## src/rtl/data_path_pkg.sv

```systemverilog
// rtl/data_path_pkg.sv - shared widths and encodings for the data_path load sequencer
package data_path_pkg;

   localparam int DATA_W = 48;
   localparam int WORD_W = 16;
   localparam int CODE_W = 12;
   localparam int IDX_W  = 32;

   typedef enum logic [2:0] {
      TGT_CODE    = 3'd0,
      TGT_WEIGHT  = 3'd1,
      TGT_INPUT   = 3'd2,
      TGT_LABEL   = 3'd3,
      TGT_LOC_RST = 3'd4,
      TGT_START   = 3'd5,
      TGT_CLR_ERR = 3'd6,
      TGT_RSVD    = 3'd7
   } cmd_target_e;

   typedef enum logic [1:0] {
      ST_IDLE = 2'd0,
      ST_ARM  = 2'd1,
      ST_RUN  = 2'd2,
      ST_DONE = 2'd3
   } seq_state_e;

endpackage

```

## src/rtl/run_watchdog.sv

```systemverilog
// rtl/run_watchdog.sv - saturating RUN cycle counter with timeout compare
module run_watchdog
   import data_path_pkg::*;
#(
   parameter int unsigned TIMEOUT = 4096
) (
   input  logic             clk_clk,
   input  logic             reset_reset_n,
   input  logic             clear_i,
   input  logic             enable_i,
   output logic [IDX_W-1:0] count_o,
   output logic             expired_o
);

   // Count reaches TIMEOUT-1 during the last permitted RUN cycle.
   localparam logic [IDX_W-1:0] LAST_CNT = IDX_W'(TIMEOUT - 1);

   logic [IDX_W-1:0] count_q;

   // Clear wins over counting; the count sticks at all-ones instead of wrapping.
   always_ff @(posedge clk_clk or negedge reset_reset_n) begin
      if (!reset_reset_n) begin
         count_q <= '0;
      end else if (clear_i) begin
         count_q <= '0;
      end else if (enable_i && (count_q != '1)) begin
         count_q <= count_q + 1'b1;
      end
   end

   assign count_o   = count_q;
   assign expired_o = (TIMEOUT != 0) && (count_q == LAST_CNT);

endmodule

```

## src/rtl/data_path_load_sequencer.sv

```systemverilog
// rtl/data_path_load_sequencer.sv - command-driven storage loader and run sequencer
module data_path_load_sequencer
   import data_path_pkg::*;
#(
   parameter int unsigned MAX_LAYERS = 4,
   parameter int unsigned MAX_ROWS   = 64,
   parameter int unsigned CODE_DEPTH = 256,
   parameter int unsigned TIMEOUT    = 4096
) (
   input  logic              clk_clk,
   input  logic              reset_reset_n,
   input  logic              cmd_valid,
   output logic              cmd_ready,
   input  logic [2:0]        cmd_target,
   input  logic [IDX_W-1:0]  cmd_layer_index,
   input  logic [IDX_W-1:0]  cmd_row_index,
   input  logic [DATA_W-1:0] cmd_data,
   input  logic              controller_done,
   output logic [IDX_W-1:0]  wr_layer_index,
   output logic [IDX_W-1:0]  wr_row_index,
   output logic [DATA_W-1:0] wr_data,
   output logic              code_is_write,
   output logic              weight_is_write,
   output logic              input_is_write,
   output logic              label_is_write,
   output logic              locator_reset,
   output logic              code_storage_enable,
   output logic              controller_enable,
   output logic              busy,
   output logic              done,
   output logic              error,
   output logic [IDX_W-1:0]  run_cycles
);

   seq_state_e        state_q, state_d;
   cmd_target_e       tgt;
   logic              accept, matrix_tgt, mat_ok, line_ok, wr_ok, start_go;
   logic              wd_expired, error_d;
   logic              ready_q, busy_q, done_q, error_q, cse_q, ce_q;
   logic              code_wr_q, weight_wr_q, input_wr_q, label_wr_q, loc_rst_q;
   logic [IDX_W-1:0]  layer_q, row_q;
   logic [DATA_W-1:0] data_q;

   assign tgt        = cmd_target_e'(cmd_target);
   assign accept     = cmd_valid && ready_q;
   assign matrix_tgt = (tgt == TGT_WEIGHT) || (tgt == TGT_INPUT) || (tgt == TGT_LABEL);
   assign mat_ok     = (cmd_layer_index < IDX_W'(MAX_LAYERS)) && (cmd_row_index < IDX_W'(MAX_ROWS));
   assign line_ok    = cmd_row_index < IDX_W'(CODE_DEPTH);
   assign wr_ok      = accept && (((tgt == TGT_CODE) && line_ok) || (matrix_tgt && mat_ok));
   assign start_go   = accept && (tgt == TGT_START) && !error_q;

   run_watchdog #(.TIMEOUT(TIMEOUT)) u_run_watchdog (
      .clk_clk       (clk_clk),
      .reset_reset_n (reset_reset_n),
      .clear_i       (start_go),
      .enable_i      (state_q == ST_RUN),
      .count_o       (run_cycles),
      .expired_o     (wd_expired)
   );

   // Next state: a START with a clean error flag arms; done beats timeout in RUN.
   always_comb begin
      state_d = state_q;
      case (state_q)
         ST_IDLE: if (start_go) state_d = ST_ARM;
         ST_ARM:  state_d = ST_RUN;
         ST_RUN:  if (controller_done || wd_expired) state_d = ST_DONE;
         ST_DONE: state_d = ST_IDLE;
         default: state_d = ST_IDLE;
      endcase
   end

   // Sticky fault: bad indices, reserved target or a timeout not rescued by done.
   always_comb begin
      error_d = error_q;
      if (accept) begin
         case (tgt)
            TGT_CODE:                          if (!line_ok) error_d = 1'b1;
            TGT_WEIGHT, TGT_INPUT, TGT_LABEL:  if (!mat_ok)  error_d = 1'b1;
            TGT_CLR_ERR:                       error_d = 1'b0;
            TGT_RSVD:                          error_d = 1'b1;
            default:                           error_d = error_q;
         endcase
      end
      if ((state_q == ST_RUN) && wd_expired && !controller_done) error_d = 1'b1;
   end

   // State and status flags, all registered from the next state so nothing is combinational.
   always_ff @(posedge clk_clk or negedge reset_reset_n) begin
      if (!reset_reset_n) begin
         state_q <= ST_IDLE;
         ready_q <= 1'b0;
         busy_q  <= 1'b0;
         done_q  <= 1'b0;
         error_q <= 1'b0;
         cse_q   <= 1'b0;
         ce_q    <= 1'b0;
      end else begin
         state_q <= state_d;
         ready_q <= (state_d == ST_IDLE);
         busy_q  <= (state_d == ST_ARM) || (state_d == ST_RUN);
         done_q  <= (state_d == ST_DONE);
         error_q <= error_d;
         cse_q   <= (state_d == ST_ARM) || (state_d == ST_RUN);
         ce_q    <= (state_d == ST_RUN);
      end
   end

   // One-cycle write strobes and the shared write buses, which hold until the next good write.
   always_ff @(posedge clk_clk or negedge reset_reset_n) begin
      if (!reset_reset_n) begin
         code_wr_q   <= 1'b0;
         weight_wr_q <= 1'b0;
         input_wr_q  <= 1'b0;
         label_wr_q  <= 1'b0;
         loc_rst_q   <= 1'b0;
         layer_q     <= '0;
         row_q       <= '0;
         data_q      <= '0;
      end else begin
         code_wr_q   <= wr_ok && (tgt == TGT_CODE);
         weight_wr_q <= wr_ok && (tgt == TGT_WEIGHT);
         input_wr_q  <= wr_ok && (tgt == TGT_INPUT);
         label_wr_q  <= wr_ok && (tgt == TGT_LABEL);
         loc_rst_q   <= accept && (tgt == TGT_LOC_RST);
         if (wr_ok) begin
            layer_q <= cmd_layer_index;
            row_q   <= cmd_row_index;
            data_q  <= cmd_data;
         end
      end
   end

   assign cmd_ready           = ready_q;
   assign busy                = busy_q;
   assign done                = done_q;
   assign error               = error_q;
   assign code_storage_enable = cse_q;
   assign controller_enable   = ce_q;
   assign code_is_write       = code_wr_q;
   assign weight_is_write     = weight_wr_q;
   assign input_is_write      = input_wr_q;
   assign label_is_write      = label_wr_q;
   assign locator_reset       = loc_rst_q;
   assign wr_layer_index      = layer_q;
   assign wr_row_index        = row_q;
   assign wr_data             = data_q;

endmodule

```

## config.mk

```make
export PLATFORM = sky130hd
export DESIGN_NAME = data_path_load_sequencer
export DESIGN_NICKNAME = d
export VERILOG_FILES = /design/src/rtl/data_path_pkg.sv /design/src/rtl/run_watchdog.sv /design/src/rtl/data_path_load_sequencer.sv
export SDC_FILE = /design/constraint.sdc
export NUM_CORES = 1
export LEC_CHECK = 0
export BUFFER_PORTS_ARGS = -buffer_cell sky130_fd_sc_hd__buf_2
export CAP_MARGIN = 20
export CORE_MARGIN = 10
export CORE_UTILIZATION = 40
export DETAILED_ROUTE_END_ITERATION = 8
export HOLD_SLACK_MARGIN = 0.06
export PLACE_DENSITY_LB_ADDON = 0.2
export SYNTH_ARGS = -nofsm -noshare
export SYNTH_HDL_FRONTEND = slang
export SYNTH_HIERARCHICAL = 1
export SYNTH_SLANG_ARGS = --single-unit
```

## constraint.sdc

```tcl
create_clock -name clk_clk -period 2.6 [get_ports clk_clk]
set_clock_uncertainty 0.2 [all_clocks]
set_input_delay 0.26 -clock clk_clk [delete_from_list [all_inputs] [get_ports clk_clk]]
set_output_delay 0.26 -clock clk_clk [all_outputs]
set_load 0.05 [all_outputs]
```

==> out/qor.csv, run 1 <==
stage,metric,value,unit
layout,fraction of layout cells with a size suffix above 1,46.5,%
setup_path,WS Path Type,in -> reg,
setup_path,Worst Path Buf+Inv,3,
place,port bufs,273,
setup_path,CP startpoint,cmd_layer_index[7],
sta,Least-Margin Pin Slew,0.491,ns
routing,Routed Antenna Nets,0,
routing,via count,5626,
clock_network,CTS tree,done,
clock_network,CTS sink cnt,156,
setup_path,"Req. time, crit path",2.69,ns
worst_hold_path,min-delay worst type,in -> reg,
yosys,Synth Flop Type,dfrtp_1,
power,power per cell area,845,nW/um2
place,Area after DPL,8230,um2
yosys,number of synthesized flops with an enable pin,0,
setup_path,FF-to-FF End,u_run_watchdog/count_o[28],
floorplanning,num rows,46,
yosys,Synth async-reset ratio,100,%
clock_network,root buffer cell,clkbuf_16,
layout,final design area excluding fillers,9800,um2
yosys,largest family of logic cells by synthesized area,multiplexers,
layout,"commonest non-fill, non-tap cell in the layout",buf_2,
sta,"Hold Violations, Final",0,
floorplanning,die area,21700,um2
sta,Fmax,0.402,GHz
sta,Rel. slew slack,67.3,%
yosys,Compound-Gate Fraction of Synth Area,5.28,%
layout,"Area growth, synth to finish",50.9,%
yosys,Adder-Cell Fraction of Synth Area,1.16,%
grt,first-pass GRT wire length,34700,um
place,routability cong.,0.869,
power,Sw Pwr,3300,uW
run_status,outcome,completed,
routing,DRC viols,0,
sta,unrepaired setup endpoints after global routing,false,
yosys,Syn Nets,628,
yosys,Mapped Cells,503,
routing,Avg WL per Cell,19.7,um
setup_path,crit path to,wr_data[18],
setup_path,"CP delay by family, top",buffers and inverters,
sta,period utilization,95.8,%
power,Reg power frac,37.6,%
yosys,syn_area_per_cell,12.9,um2
setup_path,"reg-to-reg slack, setup",0.14,ns
power,Clk pwr share,29.9,%
yosys,library cells used by synthesis,40,
layout,# diodes,0,
routing,DRT Wirelength,22000,um
sta,"Setup violations, final",0,
run,Max-cap violations,0,
place,dpl hpwl,15700,um
setup_path,Worst setup SP type,input pin,
yosys,proportion of synthesized chip area in sequential cells,60.1,%
sta,"Slew Viols, Final",0,
floorplanning,I/O pins,274,
power,Switching Fraction,39.9,%
setup_path,Levels on crit path,8,
clock_network,clk buf depth,2,
power,logic gate share of total power,32.4,%
setup_path,crit path DAT,2.58,ns
clock_network,Num CTS Buffers,17,
power,Int Pwr,4980,uW
setup_path,CP Max Fanout,61,
power,static leakage,0.00516,uW
layout,nets,1011,
routing,Initial DRT Pass Iterations,5,
setup_path,critical-path cell with the highest stage delay,dlygate4sd3_1,
layout,most frequent cells in the layout,"buf_2 (272), dfrtp_1 (154), dlygate4sd3_1 (94)",
floorplanning,Die Y,147,um
setup_path,worst r2r src,state_q[0],
clock_network,H-tree Lvls,4,
yosys,YS warnings,6,
clock_network,Worst-Skew Late Latency,0.41,ns
yosys,Synth Register Bits,156,
yosys,simple-gate share of the synthesized area,14.2,%
floorplanning,die width,147,um
grt,vias in the first global route,6207,
floorplanning,core box area,15900,um2
routing,Iter 0 DRT Violations,237,
setup_path,CP peak stage delay,0.57,ns
grt,pin count of the biggest net entering global routing,62,
yosys,post-synthesis cell area,6500,um2
grt,Overflow after GRT,0,
sta,Tmin final,2.49,ns
worst_hold_path,Hold Crit Start,controller_done,
setup_path,R2R cell count,7,
clock_network,CTS clock-pin slew for the worst setup and hold paths,0.06,ns
power,worst vdd ir,0.743,mV
routing,via/cell ratio,5.05,
yosys,post-synthesis mux area share,16.3,%
yosys,xor and xnor fraction of the mapped netlist area,0.674,%
setup_path,Setup crit end kind,flop,
sta,total negative slack,0,ns
grt,initial antenna violation count,0,
floorplanning,Initial Util,40.9,%
grt,GRT Total Usage,20.1,%
setup_path,worst-path cell chain,dlygate4sd3_1 -> buf_2 -> nor4_4 -> nand4_1 -> o31ai_4 -> nand4_4 -> buf_12 -> mux2_1,
==> registers in the layout, indices dropped and copies added (netlist names) <==
| signal | cells |
|---|---|
| wr_data | 48 |
| u_run_watchdog/count_o | 32 |
| wr_layer_index | 32 |
| wr_row_index | 32 |
| state_q | 2 |
| cmd_ready | 1 |
| code_is_write | 1 |
| code_storage_enable | 1 |
| controller_enable | 1 |
| done | 1 |
| error | 1 |
| input_is_write | 1 |
| label_is_write | 1 |
| locator_reset | 1 |
| weight_is_write | 1 |
==> synth_stat cells, types with 2 or more instances <==
cell type | n | share of area, %
dfrtp_1 | 156 | 60
mux2_2 | 69 | 12
and2_1 | 26 | 2.5
a21oi_1 | 25 | 1.9
nand2_1 | 22 | 1.3
nor4_1 | 20 | 1.9
o21ai_0 | 19 | 1.5
nor2_1 | 17 | 0.98
or3_1 | 17 | 1.6
nand4_1 | 15 | 1.4
mux2_4 | 12 | 2.8
o31ai_1 | 10 | 1.2
or4_1 | 10 | 1.2
mux2_1 | 8 | 1.4
nand3_1 | 8 | 0.62
buf_1 | 7 | 0.40
clkbuf_1 | 7 | 0.40
ha_1 | 6 | 1.2
inv_1 | 6 | 0.35
buf_2 | 5 | 0.39
nor3_1 | 5 | 0.39
and3_1 | 4 | 0.39
buf_6 | 4 | 0.69
and4_1 | 3 | 0.40
xnor2_1 | 3 | 0.40
a41o_1 | 2 | 0.31
nand2b_1 | 2 | 0.19
nand4_2 | 2 | 0.39
xor2_1 | 2 | 0.27
==> power by group through the flow <==
stage                     clock network, uW  registers, uW  logic [uW]
after global routing                   2650           3180        2880
after CTS                              2550           3120        2680
after floorplan                           0           4080         764
after global placement                    0           3140        2520
final                                  2480           3120        2690
after detailed placement                  0           3160        2560
==> repair_timing <==
item                                    in CTS  in global routing
hold buffers                                94                  0
hold endpoints to repair                   227                  0
setup buffers                                0                  1
resized for setup                            0                  6
endpoints found under the setup margin       0                 95
==> stage by stage <==
stage | hold slack (ns) | worst slack, ns | utilization (%) | std cells | power, uW
after floorplan | -0.236 | 0.0767 | - | 503 | 4840
after global placement | 0.0279 | 0.0927 | 51.8 | 988 | 5660
after detailed placement | 0.0336 | 0.0748 | 51.8 | 988 | 5720
after CTS | 0.125 | 0.0156 | 61.4 | 1114 | 8340
after global routing | 0.131 | 0.00675 | 61.7 | 1115 | 8720
final | 0.102 | 0.110 | 61.7 | 1115 | 8290
==> layout make-up <==
cell class / count / area (um2)
flip-flops and latches: 156 / 3910
repair buffers: 388 / 2520
well taps: 216 / 270
clock inverters: 13 / 139
fillers: 1230 / 6080
multi-input cells: 317 / 2490
inverters: 6 / 22.5
clock buffers: 19 / 453
==> per-layer routing <==
| metal | vias up | routed length [um] | global-route usage [%] |
|---|---|---|---|
| li1 | 2597 | - | - |
| met1 | 2754 | 8680 | 22.9 |
| met2 | 238 | 10900 | 33.6 |
| met3 | 37 | 1840 | 7.88 |
| met4 | 0 | 588 | 7.09 |
| met5 | - | 0 | 0 |
==> tightest hold or removal path, cell delays in order <==
cell and delay (ns):
buf_2 0.09, o31ai_1 0.06, o21ai_1 0.14, buf_4 0.13
==> kinds of logic after synthesis <==
| logic type | count (synthesis) |
|---|---|
| AND/OR/NAND/NOR | 157 |
| flip-flops | 156 |
| multiplexers | 90 |
| AO/OA/AOI/OAI | 59 |
| buffers and inverters | 30 |
| adder cells (fa/ha/maj) | 6 |
| XOR/XNOR | 5 |
==> worst min path at each step <==
stage,slack (ns),depth (start not counted),endpoint
after floorplan,-0.24,0,cmd_ready
after global placement,0.03,1,wr_row_index[31]
after detailed placement,0.03,1,wr_row_index[31]
after CTS,0.12,4,state_q[0]
after global routing,0.13,4,state_q[0]
final,0.10,4,state_q[0]
Power figures use the tool's default switching activity.
==> inputs of run 2 (changes only) <==
==> constraint.sdc (replaced) <==
create_clock -name clk_clk -period 2.6 [get_ports clk_clk]
set_clock_uncertainty 0.2 [all_clocks]
set_input_delay 0.52 -clock clk_clk [delete_from_list [all_inputs] [get_ports clk_clk]]
set_output_delay 0.52 -clock clk_clk [all_outputs]
set_load 0.05 [all_outputs]
==> out/qor.csv, run 2 (synthesis gave the netlist of run 1 again) <==
stage,metric,value,unit
run_status,outcome,completed,
routing,Initial DRT Pass Iterations,4,
grt,pin count of the biggest net entering global routing,61,
routing,Routed Antenna Nets,0,
setup_path,crit path DAT,2.61,ns
clock_network,CTS clock-pin slew for the worst setup and hold paths,0.06,ns
power,worst vdd ir,0.643,mV
setup_path,FF-to-FF End,u_run_watchdog/count_o[16],
setup_path,"reg-to-reg slack, setup",0.13,ns
grt,first-pass GRT wire length,32200,um
layout,nets,918,
setup_path,Setup crit end kind,flop,
place,port bufs,273,
layout,Largest register FFs,48,
sta,unrepaired setup endpoints after global routing,false,
sta,Hold WS,0.117,ns
floorplanning,Initial Util,40.9,%
floorplanning,die area,21700,um2
setup_path,"most used cell, CP",inv_1,
floorplanning,core box area,15900,um2
clock_network,Worst-Skew Late Latency,0.41,ns
setup_path,"CP delay by family, top",simple AND/OR/NAND/NOR gates,
sta,Tmin final,2.47,ns
layout,most frequent cells in the layout,"buf_2 (272), dfrtp_1 (154), mux2_2 (69)",
power,static leakage,0.00479,uW
routing,DRC viols,0,
clock_network,H-tree Lvls,4,
clock_network,root buffer cell,clkbuf_16,
sta,total negative slack,0,ns
floorplanning,die width,147,um
sta,Least-Margin Pin Slew,0.496,ns
setup_path,R2R cell count,8,
sta,"Setup violations, final",0,
sta,"Slew Viols, Final",0,
setup_path,Worst Path Buf+Inv,3,
run,Max-cap violations,0,
worst_hold_path,Hold Crit Start,cmd_data[34],
setup_path,worst r2r src,state_q[0],
grt,initial antenna violation count,2,
floorplanning,Die Y,147,um
clock_network,"Setup Fix Bufs, Post-CTS",0,
worst_hold_path,hold endpoint,wr_data[34],
setup_path,Worst setup SP type,flop,
layout,"commonest non-fill, non-tap cell in the layout",buf_2,
setup_path,"Req. time, crit path",2.74,ns
routing,Iter 0 DRT Violations,243,
sta,Rel. slew slack,66.6,%
clock_network,CTS tree,done,
place,dpl hpwl,15600,um
grt,Overflow after GRT,0,
clock_network,CTS sink cnt,156,
setup_path,WS Path Type,reg -> reg,
power,power per cell area,939,nW/um2
power,"Power, Total",8390,uW
setup_path,worst-path cell chain,inv_1 -> ha_1 -> inv_1 -> or4_4 -> a21o_4 -> buf_4 -> or3_1 -> a21oi_2,
routing,via count,5223,
layout,"Area growth, synth to finish",37.5,%
routing,Avg WL per Cell,19.5,um
sta,period utilization,94.9,%
worst_hold_path,min-delay worst type,in -> reg,
floorplanning,num rows,46,
setup_path,CP Max Fanout,8,
floorplanning,I/O pins,274,
place,routability cong.,0.845,
clock_network,clk buf depth,2,
routing,DRT Wirelength,19900,um
routing,via/cell ratio,5.11,
sta,"Hold Violations, Final",0,
layout,fraction of layout cells with a size suffix above 1,52.0,%
sta,Fmax,0.405,GHz
grt,vias in the first global route,5824,
grt,GRT Total Usage,18.5,%
setup_path,CP peak stage delay,0.56,ns
setup_path,critical-path cell with the highest stage delay,or4_4,
worst_hold_path,hold path depth,2,
clock_network,Num CTS Buffers,17,
==> run 2: power by group <==
| part | internal (uW) | switching [uW] |
|---|---|---|
| clock | 1740 | 1000 |
| combinational | 683 | 1860 |
| sequential | 2730 | 377 |
==> run 2: stage by stage <==
stage / area (um2) / util, % / cells / setup slack (ns)
after global placement: 8250 / 51.9 / 989 / -0.180
final: 8930 / 56.2 / 1023 / 0.132
after detailed placement: 8250 / 51.9 / 989 / -0.232
after global routing: 8930 / 56.2 / 1022 / 0.0117
after CTS: 8910 / 56.1 / 1022 / 0.0870
after floorplan: 6500 / - / 503 / 0.0767
==> run 2: how the worst max path moves through the flow <==
stage / startpoint / end / slack, ns / cells after the start
floorplan: u_run_watchdog/count_o[0] / u_run_watchdog/count_o[28] / 0.08 / 6
global placement: cmd_layer_index[14] / wr_data[19] / -0.18 / 7
detailed placement: cmd_layer_index[14] / wr_data[35] / -0.23 / 7
CTS: u_run_watchdog/count_o[26] / controller_enable / 0.09 / 8
global route: state_q[0] / u_run_watchdog/count_o[16] / 0.01 / 8
finish: state_q[0] / u_run_watchdog/count_o[16] / 0.13 / 8
==> run 2: area by class of cell <==
| cell class | instances | area, um2 |
|---|---|---|
| diodes | 1 | 2.50 |
| multi-input cells | 317 | 2470 |
| fillers | 1385 | 6950 |
| well taps | 216 | 270 |
| flip-flops and latches | 156 | 3910 |
| clock buffers | 19 | 443 |
| repair buffers | 295 | 1600 |
| inverters | 6 | 22.5 |
| clock inverters | 13 | 211 |
==> run 2: per-layer routing <==
metal	vias up	part of all wire, %	track usage, %
li1	2415	-	-
met1	2574	39	20.3
met2	217	51	32.1
met3	15	9.5	8.27
met4	2	0.60	4.76
met5	-	0.065	0
==> run 2: repair_timing <==
action	in CTS	in global routing
resized for setup	1	4
gates cloned	0	0
endpoints found under the hold margin	48	0
hold buffers	1	0
endpoints found under the setup margin	3	4
==> run 2: worst reg2reg max path, cell delays in order, from the launching register on <==
cell	delay, ns
dfrtp_1	0.39
inv_1	0.08
ha_1	0.19
inv_1	0.07
or4_4	0.56
a21o_4	0.23
buf_4	0.16
or3_1	0.37
a21oi_2	0.14
